===== src/rtl/tcp_tx_client.sv =====
// Application-side TCP transmitter: opens one session, streams num_pkts fixed-length
// packets with a word-counter payload, retries refused packets, closes and reports.
module tcp_tx_client #(
    parameter int DATA_WIDTH = 512,
    parameter int MAX_RETRY  = 1023
) (
    input  logic                    aclk,
    input  logic                    sys_reset,
    input  logic                    start,
    input  logic [31:0]             remote_ip,
    input  logic [15:0]             remote_port,
    input  logic [15:0]             pkt_len,
    input  logic [31:0]             num_pkts,
    output logic                    m_open_conn_valid,
    input  logic                    m_open_conn_ready,
    output logic [47:0]             m_open_conn_data,
    input  logic                    s_open_status_valid,
    output logic                    s_open_status_ready,
    input  logic [23:0]             s_open_status_data,
    output logic                    m_tx_meta_valid,
    input  logic                    m_tx_meta_ready,
    output logic [31:0]             m_tx_meta_data,
    input  logic                    s_tx_status_valid,
    output logic                    s_tx_status_ready,
    input  logic [63:0]             s_tx_status_data,
    output logic                    m_tx_data_valid,
    input  logic                    m_tx_data_ready,
    output logic [DATA_WIDTH-1:0]   m_tx_data_data,
    output logic [DATA_WIDTH/8-1:0] m_tx_data_keep,
    output logic                    m_tx_data_last,
    output logic                    m_close_conn_valid,
    input  logic                    m_close_conn_ready,
    output logic [15:0]             m_close_conn_data,
    output logic                    busy,
    output logic                    done,
    output logic                    open_failed,
    output logic                    aborted,
    output logic [31:0]             pkts_sent,
    output logic [31:0]             retries,
    output logic [63:0]             tx_cycles
);
    localparam int KW    = DATA_WIDTH / 8;
    localparam int KB    = $clog2(KW);
    localparam int NWORD = DATA_WIDTH / 32;

    typedef enum logic [2:0] {
        S_IDLE, S_OPEN, S_WAIT_OPEN, S_META, S_WAIT_STS, S_DATA, S_CLOSE, S_DONE
    } state_t;

    state_t r_state, w_next;

    logic [31:0]           r_ip, r_num, r_word, r_pkt_retry;
    logic [15:0]           r_port, r_len, r_session;
    logic                  r_open_valid, r_meta_valid, r_data_valid, r_close_valid;
    logic [DATA_WIDTH-1:0] r_data;
    logic [KW-1:0]         r_keep;
    logic                  r_last, r_done, r_open_failed, r_aborted, r_tx_active;
    logic [31:0]           r_pkts_sent, r_retries;
    logic [63:0]           r_tx_cycles;
    logic [16:0]           r_beats_left;

    logic                  w_open_hs, w_meta_hs, w_beat_hs, w_last_hs, w_close_hs;
    logic                  w_sts_hs, w_sts_bad, w_retry_limit, w_last_pkt, w_open_ok;
    logic [16:0]           w_beats_total;
    logic [KB-1:0]         w_rem;
    logic [KW-1:0]         w_last_keep;
    logic [31:0]           w_word_next;
    logic                  w_unused_bits;

    assign w_open_hs     = r_open_valid & m_open_conn_ready;
    assign w_meta_hs     = r_meta_valid & m_tx_meta_ready;
    assign w_beat_hs     = r_data_valid & m_tx_data_ready;
    assign w_last_hs     = w_beat_hs & r_last;
    assign w_close_hs    = r_close_valid & m_close_conn_ready;
    assign w_sts_hs      = (r_state == S_WAIT_STS) & s_tx_status_valid;
    assign w_open_ok     = s_open_status_data[16];
    // A status for a foreign session is treated exactly like a refusal.
    assign w_sts_bad     = (s_tx_status_data[63:61] != 3'd0) ||
                           (s_tx_status_data[15:0] != r_session);
    assign w_retry_limit = (r_pkt_retry >= 32'(MAX_RETRY - 1));
    assign w_last_pkt    = ((r_pkts_sent + 32'd1) == r_num);
    assign w_beats_total = 17'((18'(r_len) + 18'(KW - 1)) >> KB);
    assign w_rem         = r_len[KB-1:0];
    assign w_last_keep   = (w_rem == '0) ? '1 : ~({KW{1'b1}} << w_rem);
    assign w_word_next   = r_word + 32'd1;
    assign w_unused_bits = ^{s_open_status_data[23:17], s_tx_status_data[60:16]};

    always_comb begin
        w_next = r_state;
        case (r_state)
            S_IDLE:      if (start) w_next = S_OPEN;
            S_OPEN:      if (w_open_hs) w_next = S_WAIT_OPEN;
            S_WAIT_OPEN: if (s_open_status_valid)
                             w_next = !w_open_ok ? S_DONE : (r_num == 32'd0) ? S_CLOSE : S_META;
            S_META:      if (w_meta_hs) w_next = S_WAIT_STS;
            S_WAIT_STS:  if (s_tx_status_valid)
                             w_next = !w_sts_bad ? S_DATA : w_retry_limit ? S_CLOSE : S_META;
            S_DATA:      if (w_last_hs) w_next = w_last_pkt ? S_CLOSE : S_META;
            S_CLOSE:     if (w_close_hs) w_next = S_DONE;
            S_DONE:      w_next = S_IDLE;
            default:     w_next = S_IDLE;
        endcase
    end

    always_ff @(posedge aclk) begin
        if (sys_reset) begin
            r_state       <= S_IDLE;
            r_ip          <= '0;
            r_port        <= '0;
            r_len         <= '0;
            r_num         <= '0;
            r_session     <= '0;
            r_open_valid  <= 1'b0;
            r_meta_valid  <= 1'b0;
            r_data_valid  <= 1'b0;
            r_close_valid <= 1'b0;
            r_data        <= '0;
            r_keep        <= '0;
            r_last        <= 1'b0;
            r_done        <= 1'b0;
            r_open_failed <= 1'b0;
            r_aborted     <= 1'b0;
            r_tx_active   <= 1'b0;
            r_pkts_sent   <= '0;
            r_retries     <= '0;
            r_tx_cycles   <= '0;
            r_word        <= '0;
            r_pkt_retry   <= '0;
            r_beats_left  <= '0;
        end else begin
            r_state       <= w_next;
            // Valids are registered from the next state so they hold until handshake.
            r_open_valid  <= (w_next == S_OPEN);
            r_meta_valid  <= (w_next == S_META);
            r_data_valid  <= (w_next == S_DATA);
            r_close_valid <= (w_next == S_CLOSE);
            r_done        <= (w_next == S_DONE) && (r_state != S_DONE);

            if (r_tx_active && r_tx_cycles != '1)
                r_tx_cycles <= r_tx_cycles + 64'd1;

            if (r_state == S_IDLE && start) begin
                r_ip          <= remote_ip;
                r_port        <= remote_port;
                r_len         <= pkt_len;
                r_num         <= num_pkts;
                r_open_failed <= 1'b0;
                r_aborted     <= 1'b0;
                r_pkts_sent   <= '0;
                r_retries     <= '0;
                r_tx_cycles   <= '0;
                r_tx_active   <= 1'b0;
                r_word        <= '0;
                r_pkt_retry   <= '0;
            end

            if (r_state == S_WAIT_OPEN && s_open_status_valid) begin
                if (w_open_ok) r_session <= s_open_status_data[15:0];
                else           r_open_failed <= 1'b1;
            end

            if (w_meta_hs) r_tx_active <= 1'b1;

            if (w_sts_hs) begin
                if (w_sts_bad) begin
                    if (r_retries != '1) r_retries <= r_retries + 32'd1;
                    r_pkt_retry <= r_pkt_retry + 32'd1;
                    if (w_retry_limit) r_aborted <= 1'b1;
                end else begin
                    r_pkt_retry  <= '0;
                    r_beats_left <= w_beats_total;
                    r_data       <= {NWORD{r_word}};
                    r_last       <= (w_beats_total == 17'd1);
                    r_keep       <= (w_beats_total == 17'd1) ? w_last_keep : '1;
                end
            end

            if (w_beat_hs) begin
                r_word <= w_word_next;
                if (r_last) begin
                    if (r_pkts_sent != '1) r_pkts_sent <= r_pkts_sent + 32'd1;
                end else begin
                    r_beats_left <= r_beats_left - 17'd1;
                    r_data       <= {NWORD{w_word_next}};
                    r_last       <= (r_beats_left == 17'd2);
                    r_keep       <= (r_beats_left == 17'd2) ? w_last_keep : '1;
                end
            end

            if (w_close_hs) r_tx_active <= 1'b0;
        end
    end

    assign m_open_conn_valid   = r_open_valid;
    assign m_open_conn_data    = {r_port, r_ip};
    assign s_open_status_ready = (r_state == S_WAIT_OPEN);
    assign m_tx_meta_valid     = r_meta_valid;
    assign m_tx_meta_data      = {r_len, r_session};
    assign s_tx_status_ready   = (r_state == S_WAIT_STS);
    assign m_tx_data_valid     = r_data_valid;
    assign m_tx_data_data      = r_data;
    assign m_tx_data_keep      = r_keep;
    assign m_tx_data_last      = r_last;
    assign m_close_conn_valid  = r_close_valid;
    assign m_close_conn_data   = r_session;
    assign busy                = (r_state != S_IDLE) && (r_state != S_DONE);
    assign done                = r_done;
    assign open_failed         = r_open_failed;
    assign aborted             = r_aborted;
    assign pkts_sent           = r_pkts_sent;
    assign retries             = r_retries;
    assign tx_cycles           = r_tx_cycles;
endmodule


===== config.mk =====
export PLATFORM = sky130hd
export DESIGN_NAME = tcp_tx_client
export DESIGN_NICKNAME = d
export VERILOG_FILES = /design/src/rtl/tcp_tx_client.sv
export SDC_FILE = /design/constraint.sdc
export NUM_CORES = 2
export LEC_CHECK = 0
export CORE_AREA = 10 10 387 389
export DETAILED_ROUTE_END_ITERATION = 8
export DIE_AREA = 0 0 397 399
export PLACE_DENSITY = 0.54
export SLEW_MARGIN = 10
export SYNTH_ARGS = -nofsm -noshare
export SYNTH_HDL_FRONTEND = slang
export SYNTH_SLANG_ARGS = --single-unit
export TNS_END_PERCENT = 5

===== constraint.sdc =====
create_clock -name aclk -period 3.1 [get_ports aclk]
set_clock_uncertainty 0.1 [all_clocks]
set_input_delay 0.465 -clock aclk [delete_from_list [all_inputs] [get_ports aclk]]
set_output_delay 0.465 -clock aclk [all_outputs]
set_load 0.05 [all_outputs]

==> results.py <==
metrics = {
    "run_status": {
        "run_status": "finished with violations",
        "failed_checks": "negative setup slack",
    },
    "global_route": {
        "use_met3_pct": 5.42,
        "first_global_vias": 32680,
        "grtUsageMet1_pct": 19.8,
        "grt_first_pass_wirelength_um": 215000,
        "antenna_found_initial": 8,
        "grt_max_degree": 170,
        "overflow": 0,
        "busiest_layer": "met2",
        "grt_usage_pct": 17.6,
        "grtUsageMet2_pct": 30.4,
    },
    "setup_path": {
        "critPathRequiredTime_ns": 3.59,
        "rrSetupSlack_ns": -0.31,
        "cp_max_fo": 6,
        "reg2reg_from": "pkts_sent[0]",
        "worstSetupStartpointType": "flop",
        "critPathKind": "flop to flop",
        "rr_worst_depth": 11,
        "max_stage_delay_ns": 0.55,
        "end_kind": "flop",
        "startpoint": "pkts_sent[0]",
        "slowest_stage": "or4_4",
        "arrival_ns": 3.90,
        "cp_cell_sequence": "ha_4 > nand3_4 > nor4_4 > nand4_1 > xnor2_1 > or4_4 > nor4_4 > nand4_1 > buf_6 > a21boi_4 > and3b_1",
    },
    "route": {
        "dr.pass1.iters": 5,
        "postRouteAntennaNets": 0,
        "drtIter0Drc": 2323,
        "vias": 34744,
        "vias_per_cell": 4.71,
        "drc": 0,
        "routedWlPerCell_um": 20.1,
        "drt_wl_total_um": 149000,
    },
    "sta": {
        "fin_setup_tns_ns": -1.83,
        "worst_pin_slew_ns": 0.906,
        "timing.final.hold_violations": 0,
        "grt_setup_unrepaired": "true",
        "max_freq_mhz": 293,
        "post-route-period-util_pct": 110,
        "finalCriticalPeriod_ns": 3.41,
        "holdWs_ns": 0.177,
        "setup_viol": 7,
        "drv_slew": 0,
        "slew_headroom_pct": 39.6,
        "setup_slack_ns": -0.313,
    },
    "power_and_ir_drop": {
        "ir_drop_mv": 0.497,
        "finalPower_mw": 26.2,
        "cellPowerDensity_nw_per_um2": 491,
        "power_leakage_nw": 18.5,
    },
    "clocking": {
        "ctsLongestPathBuffers": 3,
        "cts_tree": "done",
        "cts_num_sinks": 909,
        "clk_latency_ns": 0.73,
        "cts-root-buf": "clkbuf_16",
        "clk_pin_slew_ns": 0.07,
        "htree_num_levels": 3,
        "cts_buffers": 105,
    },
    "logic_synthesis": {
        "syn_area_um2": 35600,
        "synth_edf_count": 0,
        "syn_area_per_cell_um2": 8.10,
        "async_flop_share_pct": 0,
        "synth_flop_cell": "dfxtp_1",
        "yosys_warnings": 0,
        "synth_cell_types": 74,
        "synth_cells": 4398,
        "synth_nets": 4599,
        "synth_seq_cells": 909,
        "synth_seq_area_share_pct": 51.1,
    },
    "place": {
        "dp_hpwl_um": 108000,
        "gp_congestion": 0.872,
        "io_buffers": 951,
    },
    "final_layout": {
        "fin_nets": 5594,
        "postLayoutCoreUtil_pct": 37.4,
        "drive_gt1_share_pct": 10.5,
        "area_growth_pct": 49.4,
    },
    "min_path": {
        "min_path_type": "input port to flop",
        "hp-start": "remote_port[6]",
        "min_path_cells": 3,
    },
    "die": {
        "io_pins": 1004,
        "core_area_um2": 142000,
        "core.rowCount": 139,
        "fp.dieW_um": 397,
        "initial_core_util_pct": 25.0,
        "die_area_um2": 158000,
        "dieHeight_um": 399,
    },
    "run": {
        "cap_violations": 0,
    },
}
[metrics by stage]
stage	instance area, um^2	std cells	worst slack, ns
floorplan	35700	4398	-0.124
global placement	49300	7171	-0.700
detailed placement	49300	7171	-0.771
CTS	53100	7377	-0.218
global route	53200	7381	-0.430
finish	53200	7383	-0.313
[cells in the mapped netlist (all sizes together) (55+ instances only)]
cell type	instances	area (um^2)
xnor2	68	596
a21o	87	653
o21ai	158	802
nand3	90	455
nand2	918	3450
nand4	64	413
nor2	323	1220
a211oi	55	413
nor3	88	455
clkbuf	310	1160
dfxtp	909	18200
xor2	61	534
a21oi	813	4070
[placed cells by master (no fill, tap or decap), types with 87 or more instances in the layout]
cell             synthesis  routed
a21oi_1                812     789
o21ai_0                155     153
nor2_1                 320     314
nand3_1                 89      87
buf_4                   19     211
clkbuf_16                0     107
clkdlybuf4s50_1          0     946
dfxtp_1                909     881
a21o_1                  87      87
nand2_1                918     915
[worst paths after layout]
path / to
setup / recovery: done
setup reg to reg: done
hold reg to reg: m_tx_data_data[241]
hold / removal: r_port[6]
[power by group]
part | leakage [nW] | total (mW) | switching, mW | internal, mW
Sequential | 7.35 | 11.9 | 0.0961 | 11.8
Clock | 1.75 | 12.8 | 5.15 | 7.62
Combinational | 9.43 | 1.52 | 0.986 | 0.537
Total | 18.5 | 26.2 | 6.23 | 19.9
[critical path, delay by kind of cell (launching register included)]
| kind | cells | cell delay (ns) |
|---|---|---|
| simple gates | 7 | 2.00 |
| buf+inv | 1 | 0.27 |
| compound gates | 1 | 0.21 |
| flops | 1 | 0.36 |
| xor+xnor | 1 | 0.18 |
| fa+ha+maj | 1 | 0.14 |
[cells by family after synthesis]
kind of cell	synth area share (%)
flops	51.1
fa+ha+maj	0.281
compound gates	19.3
simple gates	21.7
buf+inv	4.31
xor+xnor	3.17
mux	0.179
[registers in the layout (all words and copies together), names as in the netlist, 17 cells and up]
signal / cells
r_pkt_retry: 32
r_num: 32
pkts_sent: 32
retries: 32
r_beats_left: 17
m_tx_data_keep: 64
r_ip: 32
r_word: 32
tx_cycles: 64
m_tx_data_data: 512
[what timing repair did]
item | CTS | global route
setup buffers | 18 | 3
endpoints found under the setup margin | 529 | 180
endpoints found under the hold margin | 3 | 0
pin swaps | 16 | 14
cloned | 0 | 1
resized for setup | 33 | 24
hold buffers | 1 | 0
[per-layer routing]
| metal | wire length, um | share of wire (%) |
|---|---|---|
| met1 | 57300 | 39 |
| met2 | 73500 | 49 |
| met3 | 11400 | 7.7 |
| met4 | 6520 | 4.4 |
| met5 | 13 | 0.0087 |
[final cells by class]
type,instances,area [um^2]
inverters,25,93.8
repair buffers,1245,12600
fillers,14578,89200
well taps,1903,2380
clock buffers,161,3130
diodes,5,12.5
multi-input cells,3107,16200
flip-flops and latches,909,18300
clock inverters,28,453
No activity file was read; power rests on OpenSTA's default activity.
